### src/rtl/alu_serial_pkg.sv
// Shared encodings and FSM state type for the bit-serial ALU controller.
// Optional zero flag is enabled by defining ALU_SERIAL_ZERO_FLAG_EN.
package alu_serial_pkg;

   // op = {binv, sel1, sel0}
   localparam logic [2:0] OP_AND = 3'b000;
   localparam logic [2:0] OP_OR  = 3'b001;
   localparam logic [2:0] OP_ADD = 3'b010;
   localparam logic [2:0] OP_SUB = 3'b110;
   localparam logic [2:0] OP_SLT = 3'b111;

   localparam logic [1:0] SEL_AND = 2'b00;
   localparam logic [1:0] SEL_OR  = 2'b01;
   localparam logic [1:0] SEL_ADD = 2'b10;
   localparam logic [1:0] SEL_SLT = 2'b11;

   typedef enum logic [1:0] {
      ST_IDLE = 2'd0,
      ST_RUN  = 2'd1,
      ST_DONE = 2'd2
   } state_e;

endpackage

### src/rtl/alu_serial_slice.sv
// Combinational one-bit ALU slice: b inversion, AND/OR, full adder, 4:1 select.
// The set output is the raw sum bit, used by SLT when this slice sees the MSB.
module alu_serial_slice
   import alu_serial_pkg::*;
(
   input  logic       a_i,
   input  logic       b_i,
   input  logic       binv_i,
   input  logic       carry_i,
   input  logic       less_i,
   input  logic [1:0] sel_i,
   output logic       res_o,
   output logic       carry_o,
   output logic       set_o
);

   logic bmux;
   logic sum;

   always_comb begin
      bmux    = b_i ^ binv_i;
      sum     = a_i ^ bmux ^ carry_i;
      carry_o = (a_i & bmux) | (a_i & carry_i) | (bmux & carry_i);
      set_o   = sum;
      res_o   = 1'b0;
      unique case (sel_i)
         SEL_AND: res_o = a_i & bmux;
         SEL_OR:  res_o = a_i | bmux;
         SEL_ADD: res_o = sum;
         SEL_SLT: res_o = less_i;
      endcase
   end

endmodule

### src/rtl/alu_serial_ctrl.sv
// Bit-serial ALU controller: IDLE -> RUN (WIDTH cycles, LSB first) -> DONE -> IDLE.
// Define ALU_SERIAL_ZERO_FLAG_EN to add the registered zero output.
module alu_serial_ctrl
   import alu_serial_pkg::*;
#(
   parameter int WIDTH = 32
) (
   input  logic             clk,
   input  logic             rst_n,
   input  logic             start,
   input  logic [2:0]       op,
   input  logic [WIDTH-1:0] a,
   input  logic [WIDTH-1:0] b,
   output logic             busy,
   output logic             done,
   output logic [WIDTH-1:0] result,
   output logic             overflow
`ifdef ALU_SERIAL_ZERO_FLAG_EN
   ,
   output logic             zero
`endif
);

   localparam int CNT_W = (WIDTH > 2) ? $clog2(WIDTH) : 1;
   localparam logic [CNT_W-1:0] CNT_LAST = CNT_W'(WIDTH - 1);

   state_e             state_q, state_d;
   logic [WIDTH-1:0]   a_q, b_q;
   logic [2:0]         op_q;
   logic [CNT_W-1:0]   cnt_q;
   logic               carry_q;
   logic [WIDTH-2:0]   res_sh_q;
   logic [WIDTH-1:0]   result_q;
   logic               ovf_q;
`ifdef ALU_SERIAL_ZERO_FLAG_EN
   logic               zero_q;
`endif

   logic               slice_res, slice_carry, slice_set;
   logic               last_bit;
   logic [WIDTH-1:0]   collected;
   logic [WIDTH-1:0]   final_res;

   alu_serial_slice u_slice (
      .a_i     (a_q[0]),
      .b_i     (b_q[0]),
      .binv_i  (op_q[2]),
      .carry_i (carry_q),
      .less_i  (1'b0),
      .sel_i   (op_q[1:0]),
      .res_o   (slice_res),
      .carry_o (slice_carry),
      .set_o   (slice_set)
   );

   // SLT discards the serial bits and reports only the MSB sum in bit 0
   always_comb begin
      last_bit  = (state_q == ST_RUN) && (cnt_q == CNT_LAST);
      collected = {slice_res, res_sh_q};
      final_res = collected;
      if (op_q[1:0] == SEL_SLT) begin
         final_res = {{(WIDTH-1){1'b0}}, slice_set};
      end
   end

   always_comb begin
      state_d = state_q;
      unique case (state_q)
         ST_IDLE: if (start)    state_d = ST_RUN;
         ST_RUN:  if (last_bit) state_d = ST_DONE;
         ST_DONE:               state_d = ST_IDLE;
         default:               state_d = ST_IDLE;
      endcase
      busy = (state_q == ST_RUN);
      done = (state_q == ST_DONE);
   end

   always_ff @(posedge clk or negedge rst_n) begin
      if (!rst_n) begin
         state_q  <= ST_IDLE;
         a_q      <= '0;
         b_q      <= '0;
         op_q     <= '0;
         cnt_q    <= '0;
         carry_q  <= 1'b0;
         res_sh_q <= '0;
         result_q <= '0;
         ovf_q    <= 1'b0;
`ifdef ALU_SERIAL_ZERO_FLAG_EN
         zero_q   <= 1'b1;
`endif
      end else begin
         state_q <= state_d;
         if (state_q == ST_IDLE && start) begin
            a_q     <= a;
            b_q     <= b;
            op_q    <= op;
            cnt_q   <= '0;
            carry_q <= op[2];
         end else if (state_q == ST_RUN) begin
            a_q      <= a_q >> 1;
            b_q      <= b_q >> 1;
            carry_q  <= slice_carry;
            res_sh_q <= collected[WIDTH-1:1];
            cnt_q    <= cnt_q + CNT_W'(1);
            // carry_q is the carry into the MSB on the last cycle
            if (last_bit) begin
               result_q <= final_res;
               ovf_q    <= (op_q[1:0] == SEL_ADD) && (carry_q ^ slice_carry);
`ifdef ALU_SERIAL_ZERO_FLAG_EN
               zero_q   <= (final_res == '0);
`endif
            end
         end
      end
   end

   assign result   = result_q;
   assign overflow = ovf_q;
`ifdef ALU_SERIAL_ZERO_FLAG_EN
   assign zero     = zero_q;
`endif

endmodule

### config.mk
export PLATFORM = sky130hd
export DESIGN_NAME = alu_serial_ctrl
export DESIGN_NICKNAME = d
export VERILOG_FILES = /design/src/rtl/alu_serial_pkg.sv /design/src/rtl/alu_serial_slice.sv /design/src/rtl/alu_serial_ctrl.sv
export SDC_FILE = /design/constraint.sdc
export NUM_CORES = 1
export LEC_CHECK = 0
export CORE_UTILIZATION = 40
export DETAILED_ROUTE_END_ITERATION = 8
export PLACE_DENSITY = 0.62
export SETUP_SLACK_MARGIN = 0.02
export SKIP_CTS_REPAIR_TIMING = 1
export SYNTH_ARGS = -nofsm -noshare
export SYNTH_HDL_FRONTEND = slang
export SYNTH_SLANG_ARGS = --single-unit
### constraint.sdc
create_clock -name clk -period 2.78 [get_ports clk]
set_input_delay 0.695 -clock clk [delete_from_list [all_inputs] [get_ports clk]]
set_output_delay 0.695 -clock clk [all_outputs]
set_load 0.01 [all_outputs]
# Yosys cells after proc, flatten, opt, wreduce, memory -nomap -nowiden
# Index checks and enable logic that the tools add are counted.
dict set report classes {
  bitwise_logic 11
  muxes 13
  n_reduce_logical 9
  n_addsub 1
  n_eq_ne 8
}
# op count
set op_table {}
lappend op_table {{two-way mux 32 bit} 5}
lappend op_table {{two-way mux 5 bit} 2}
lappend op_table {{== test 2 bit, second input constant} 3}
lappend op_table {{adder 5 x 1 -> 5 bit, second input constant} 1}
lappend op_table {{== test 5 bit, second input constant} 1}
lappend op_table {{== test 2 x 1 -> 1 bit, second input constant} 2}
lappend op_table {{logical NOT 2 bit} 2}
lappend op_table {{two-way mux 2 bit} 2}
lappend op_table {{one-hot mux 1 bit (4 select lines)} 1}
lappend op_table {{one-hot mux 2 bit (2 select lines)} 1}
lappend op_table {{AND reduction 2 bit} 2}
lappend op_table {{bitwise XOR 1 bit} 4}
lappend op_table {{bitwise AND 1 bit} 3}
lappend op_table {{logical AND 1 bit} 3}
lappend op_table {{bitwise OR 1 bit} 3}
lappend op_table {{AND reduction 3 bit} 1}
lappend op_table {{two-way mux 1 bit} 2}
lappend op_table {{!= test 2 x 1 -> 1 bit, second input constant} 1}
lappend op_table {{!= test 2 bit, second input constant} 1}
lappend op_table {{nonzero test 2 bit} 1}
lappend op_table {{NOT 1 bit} 1}
dict set report word_totals {
  ff_bits 139
}

# Longest topological paths before layout
dict set report logic_depth {
  word_depth 6
  depth_mapped 7
}

# Modules after synthesis
# Synthesis repeated with hierarchy kept, for this count alone.
dict set report hier_totals {
  hier_cells 558
  area_unflattened_um2 5868.1
}
# mod seq_area_each_um2 area_per_inst_um2 n_inst cells_per_inst
set modules_own_cells {}
lappend modules_own_cells {alu_serial_ctrl 3478.3 5769.3 1 547}
lappend modules_own_cells {alu_serial_slice 0.0 98.8 1 11}

# Worst setup path after synthesis
# Ideal clock, no wire load.
dict set report synth_timing {
  kind {reg-to-reg}
  startpoint {reg cnt_q[0]}
  endpoint {reg result_q[10], in the netlist result[10]}
  path_stages_with_launch 7
  n_path_buf 1
  setup_time_ps 65
  required_ps 2715
  arrival_ps 1600
  period_less_slack_ps 1665
  setup_slack_ps 1115
  cell_sequence {dfrtp_1 > ha_1 > and3_1 > ha_1 > nand3b_2 > clkbuf_1 > a22o_1}
}
dict set report synth_via {
  elab_chain_len 3
}
# element line_no
set synth_lines {}
lappend synth_lines {{start: declaration} alu_serial_ctrl.sv:30} ;# logic [CNT_W-1:0] cnt_q;
lappend synth_lines {{start signal: assignment} alu_serial_ctrl.sv:105} ;# cnt_q <= cnt_q + CNT_W'(1);
lappend synth_lines {{== test 5 bit} alu_serial_ctrl.sv:58} ;# last_bit = (state_q == ST_RUN) && (cnt_q == CNT_LAST);
lappend synth_lines {{logical AND 1 bit} alu_serial_ctrl.sv:58}
lappend synth_lines {{AND reduction 3 bit (no source line)} --}
lappend synth_lines {{end signal: assignment} alu_serial_ctrl.sv:108} ;# result_q <= final_res;
lappend synth_lines {{end: declaration} alu_serial_ctrl.sv:33} ;# logic [WIDTH-1:0] result_q;
# No other way between the ends.
# A chain may end at the register's enable or synchronous reset.

# Final worst setup path
dict set report layout_timing {
  startpoint {reg state_q[0]}
  endpoint {out busy}
}
dict set report layout_via {
  elab_chain_len 1
}
# element line_no
set layout_lines {}
lappend layout_lines {{start: declaration} alu_serial_ctrl.sv:27} ;# state_e state_q, state_d;
lappend layout_lines {{start signal: assignment} alu_serial_ctrl.sv:93} ;# state_q <= state_d;
lappend layout_lines {{== test 2 x 1 -> 1 bit} alu_serial_ctrl.sv:74} ;# busy = (state_q == ST_RUN);
lappend layout_lines {{end: declaration} alu_serial_ctrl.sv:14} ;# output logic busy,
# No other way between the ends.

==> results.txt <==
I/O pin total - 105
number of buffers on the longest clock path - 2
number of nets with antenna violations after routing - 0
syn nets - 622
maximum level of the CTS H-tree - 4
number of rows created at floorplan - 42
netlist area before placement - 5590 sq um
CP required - 2.09 ns
TritonCTS Sinks - 139
internal power - 5.01 mW
area of the die - 14500 sq um
clock network fraction of design power - 28.2%
sum of routed wire length over all layers - 11.9 mm
average instance area after synthesis - 10.2 sq um
kind of start point of the critical path - flip-flop
total DRC errors in the routed layout - 0
Num CTS Buffers - 17
fin util - 54.6%
cell at the root of the clock tree - clkbuf_16
final routed wire length divided by cell count - 14.3 microns
Worst Tran Pin Value - 0.664 ns
number of violations reported at the end of detailed-routing iteration 0 - 286
Final HPWL DP - 7.63 mm
wire length of the first global-routing pass - 20.1 mm
type of the worst setup path - reg -> out
number of detailed-routing iterations run before antenna repair - 4
power share of the combinational group - 26.9%
status - completed
P per Cell Area - 987 nW/um^2
timing-limited maximum frequency - 417 MHz
number of warnings issued by yosys - 0
number of global-route vias before repair - 4140
via count normalized by instance count - 5.03
total setup violations reported at the end of the flow - 0
data arrival time of the critical path - 1.70 ns
final hold viol count - 0
via count - 4179
Sequential Power Share - 44.9%
chip height - 120 microns
Setup TNS Final - 0 ns
global router's overall resource usage - 18.0%
final instance count without filler cells - 831
number of antenna violations at the first check in global routing - 0
clock transition at the registers of the reported paths - 0.05 ns
area growth from synthesis to layout - 31.4%
Area contributors post-synth - dfrtp_1 62%, nand2_1 16%, a22oi_1 8.3%, a22o_1 4.7%, buf_2 1.9%
number of enable flip-flop cells after synthesis - 0
TritonCTS clock tree - yes
Sw Pwr - 2.24 mW
number of antenna cells inserted - 0
worst hold slack - 0.265 ns
Placer Congestion - 0.703
max-slew violation count - 0
switching share of total power - 30.9%
top cell type's share of synthesized area - 62.2%
overall die width - 120 microns
sequential fraction of the synthesis area - 62.2%
post-synthesis async set-or-reset flop share - 100%
number of flip-flops and latches in the synthesized netlist - 139
leading register cell type out of synthesis - dfrtp_1
count of input and output buffers - 104
worst vdd ir - 0.391 mV
total leakage power - 3.58 nW
placed cell count - 801
starting density of the core - 41.6%
Final nets - 719
clock latency at the later pin of the worst-skew pair - 0.42 ns
clock tree skew after final layout - 0.00643 ns
fraction of layout instances using a drive strength above 1 - 6.26%
Final Cycle Share - 86.3%
area inside the core boundary - 13500 sq um
endpoint kind of the worst setup timing path - output port
min Tclk post-route - 2.40 ns
gr ovfl total - 0
# Max-Cap Violations - 0
unique cell type count in the Yosys netlist - 34
largest fanout on the critical path - 6
RSZ-0062 raised after global routing - no
instance count of the mapped netlist - 547
type of the tightest min-delay check - in -> async
maximum number of pins on one net before global-route repair - 69
library cell with the largest summed area after synthesis - dfrtp_1
worst rel slew slack - 55.8%
## cells by family (layout without fill, tap and decap cells)
logic type / count (synthesis) / after routing / share of synthesized area (%)
simple gates: 252 / 252 / 17.7
flops: 139 / 139 / 62.2
compound gates: 108 / 108 / 15.0
buf+inv: 40 / 148 / 3.36
fa+ha+maj: 5 / 5 / 1.25
xor+xnor: 2 / 2 / 0.313
mux: 1 / 1 / 0.179
## cell usage after synthesis (all sizes together), types with 2 or more instances
| cell type | instances |
|---|---|
| nand2 | 235 |
| dfrtp | 139 |
| a22oi | 62 |
| a22o | 30 |
| buf | 25 |
| clkbuf | 10 |
| inv | 5 |
| a21oi | 4 |
| ha | 4 |
| nand3 | 4 |
| o21ai | 4 |
| nand2b | 3 |
| nor2 | 3 |
| a21o | 2 |
| a31oi | 2 |
| nand3b | 2 |
## registers in the layout, indices dropped and copies added (netlist names)
| name | flops |
|---|---|
| result | 32 |
| cnt_q | 5 |
| res_sh_q | 31 |
| state_q | 2 |
| b_q | 32 |
| overflow | 1 |
| carry_q | 1 |
| op_q | 3 |
| a_q | 32 |
## cells in the final DEF (no fill, tap or decap), types with 3 or more instances in the layout
cell / count
o21ai_0: 4
ha_1: 4
inv_1: 4
nand2_1: 235
a22oi_1: 62
clkdlybuf4s50_1: 103
buf_12: 3
a22o_1: 30
nor2_1: 3
clkbuf_1: 6
nand2b_1: 3
clkbuf_16: 17
dfrtp_1: 139
a21oi_1: 3
buf_4: 6
clkbuf_8: 6
nand3_1: 4
## routing by layer
metal	GRT usage, %	up-vias	routed length (microns)
li1	-	2041	-
met4	7.41	0	222
met2	26.9	106	5280
met1	23.4	2012	5550
met3	6.89	20	830
met5	0	-	0
## worst paths after layout
kind | from | to | slack (ns) | depth (start not counted)
setup / recovery | state_q[0] | busy | 0.38 | 3
hold / removal | rst_n | res_sh_q[23] | 0.26 | 1
setup reg to reg | cnt_q[0] | result[6] | 0.93 | 7
hold reg to reg | cnt_q[3] | cnt_q[3] | 0.48 | 1
max in group asynchronous | rst_n | b_q[13] | 1.78 | 2
min in group clk | cnt_q[3] | cnt_q[3] | 0.48 | 1
## critical path, cell delays in order, from the launching register on
cell             delay, ns
dfrtp_1               0.52
nand2b_1              0.15
clkinv_2              0.09
clkdlybuf4s50_1       0.53
## cell type report
type	count	area (sq um)
clock buffers	29	531
clock inverters	1	5.00
fillers	1196	6110
inverters	5	20.0
multi-input cells	368	1940
flip-flops and latches	139	3480
well taps	176	220
repair buffers	113	1150
## per-stage QoR
step	power, mW	instance area (sq um)	setup WS (ns)
floorplan	4.47	5590	1.11
global placement	5.16	6810	0.657
detailed placement	5.26	6810	0.642
CTS	7.34	7340	0.348
global route	7.76	7340	0.283
finish	7.25	7340	0.381
## power groups by stage
| stage | Clock (mW) | Sequential, mW | Combinational, mW |
|---|---|---|---|
| floorplan | 0 | 3.22 | 1.24 |
| global placement | 0 | 3.26 | 1.91 |
| detailed placement | 0 | 3.28 | 1.98 |
| CTS | 2.10 | 3.26 | 1.98 |
| global route | 2.19 | 3.36 | 2.21 |
| finish | 2.04 | 3.26 | 1.95 |
Note: power is estimated with default switching activity, not from simulation.
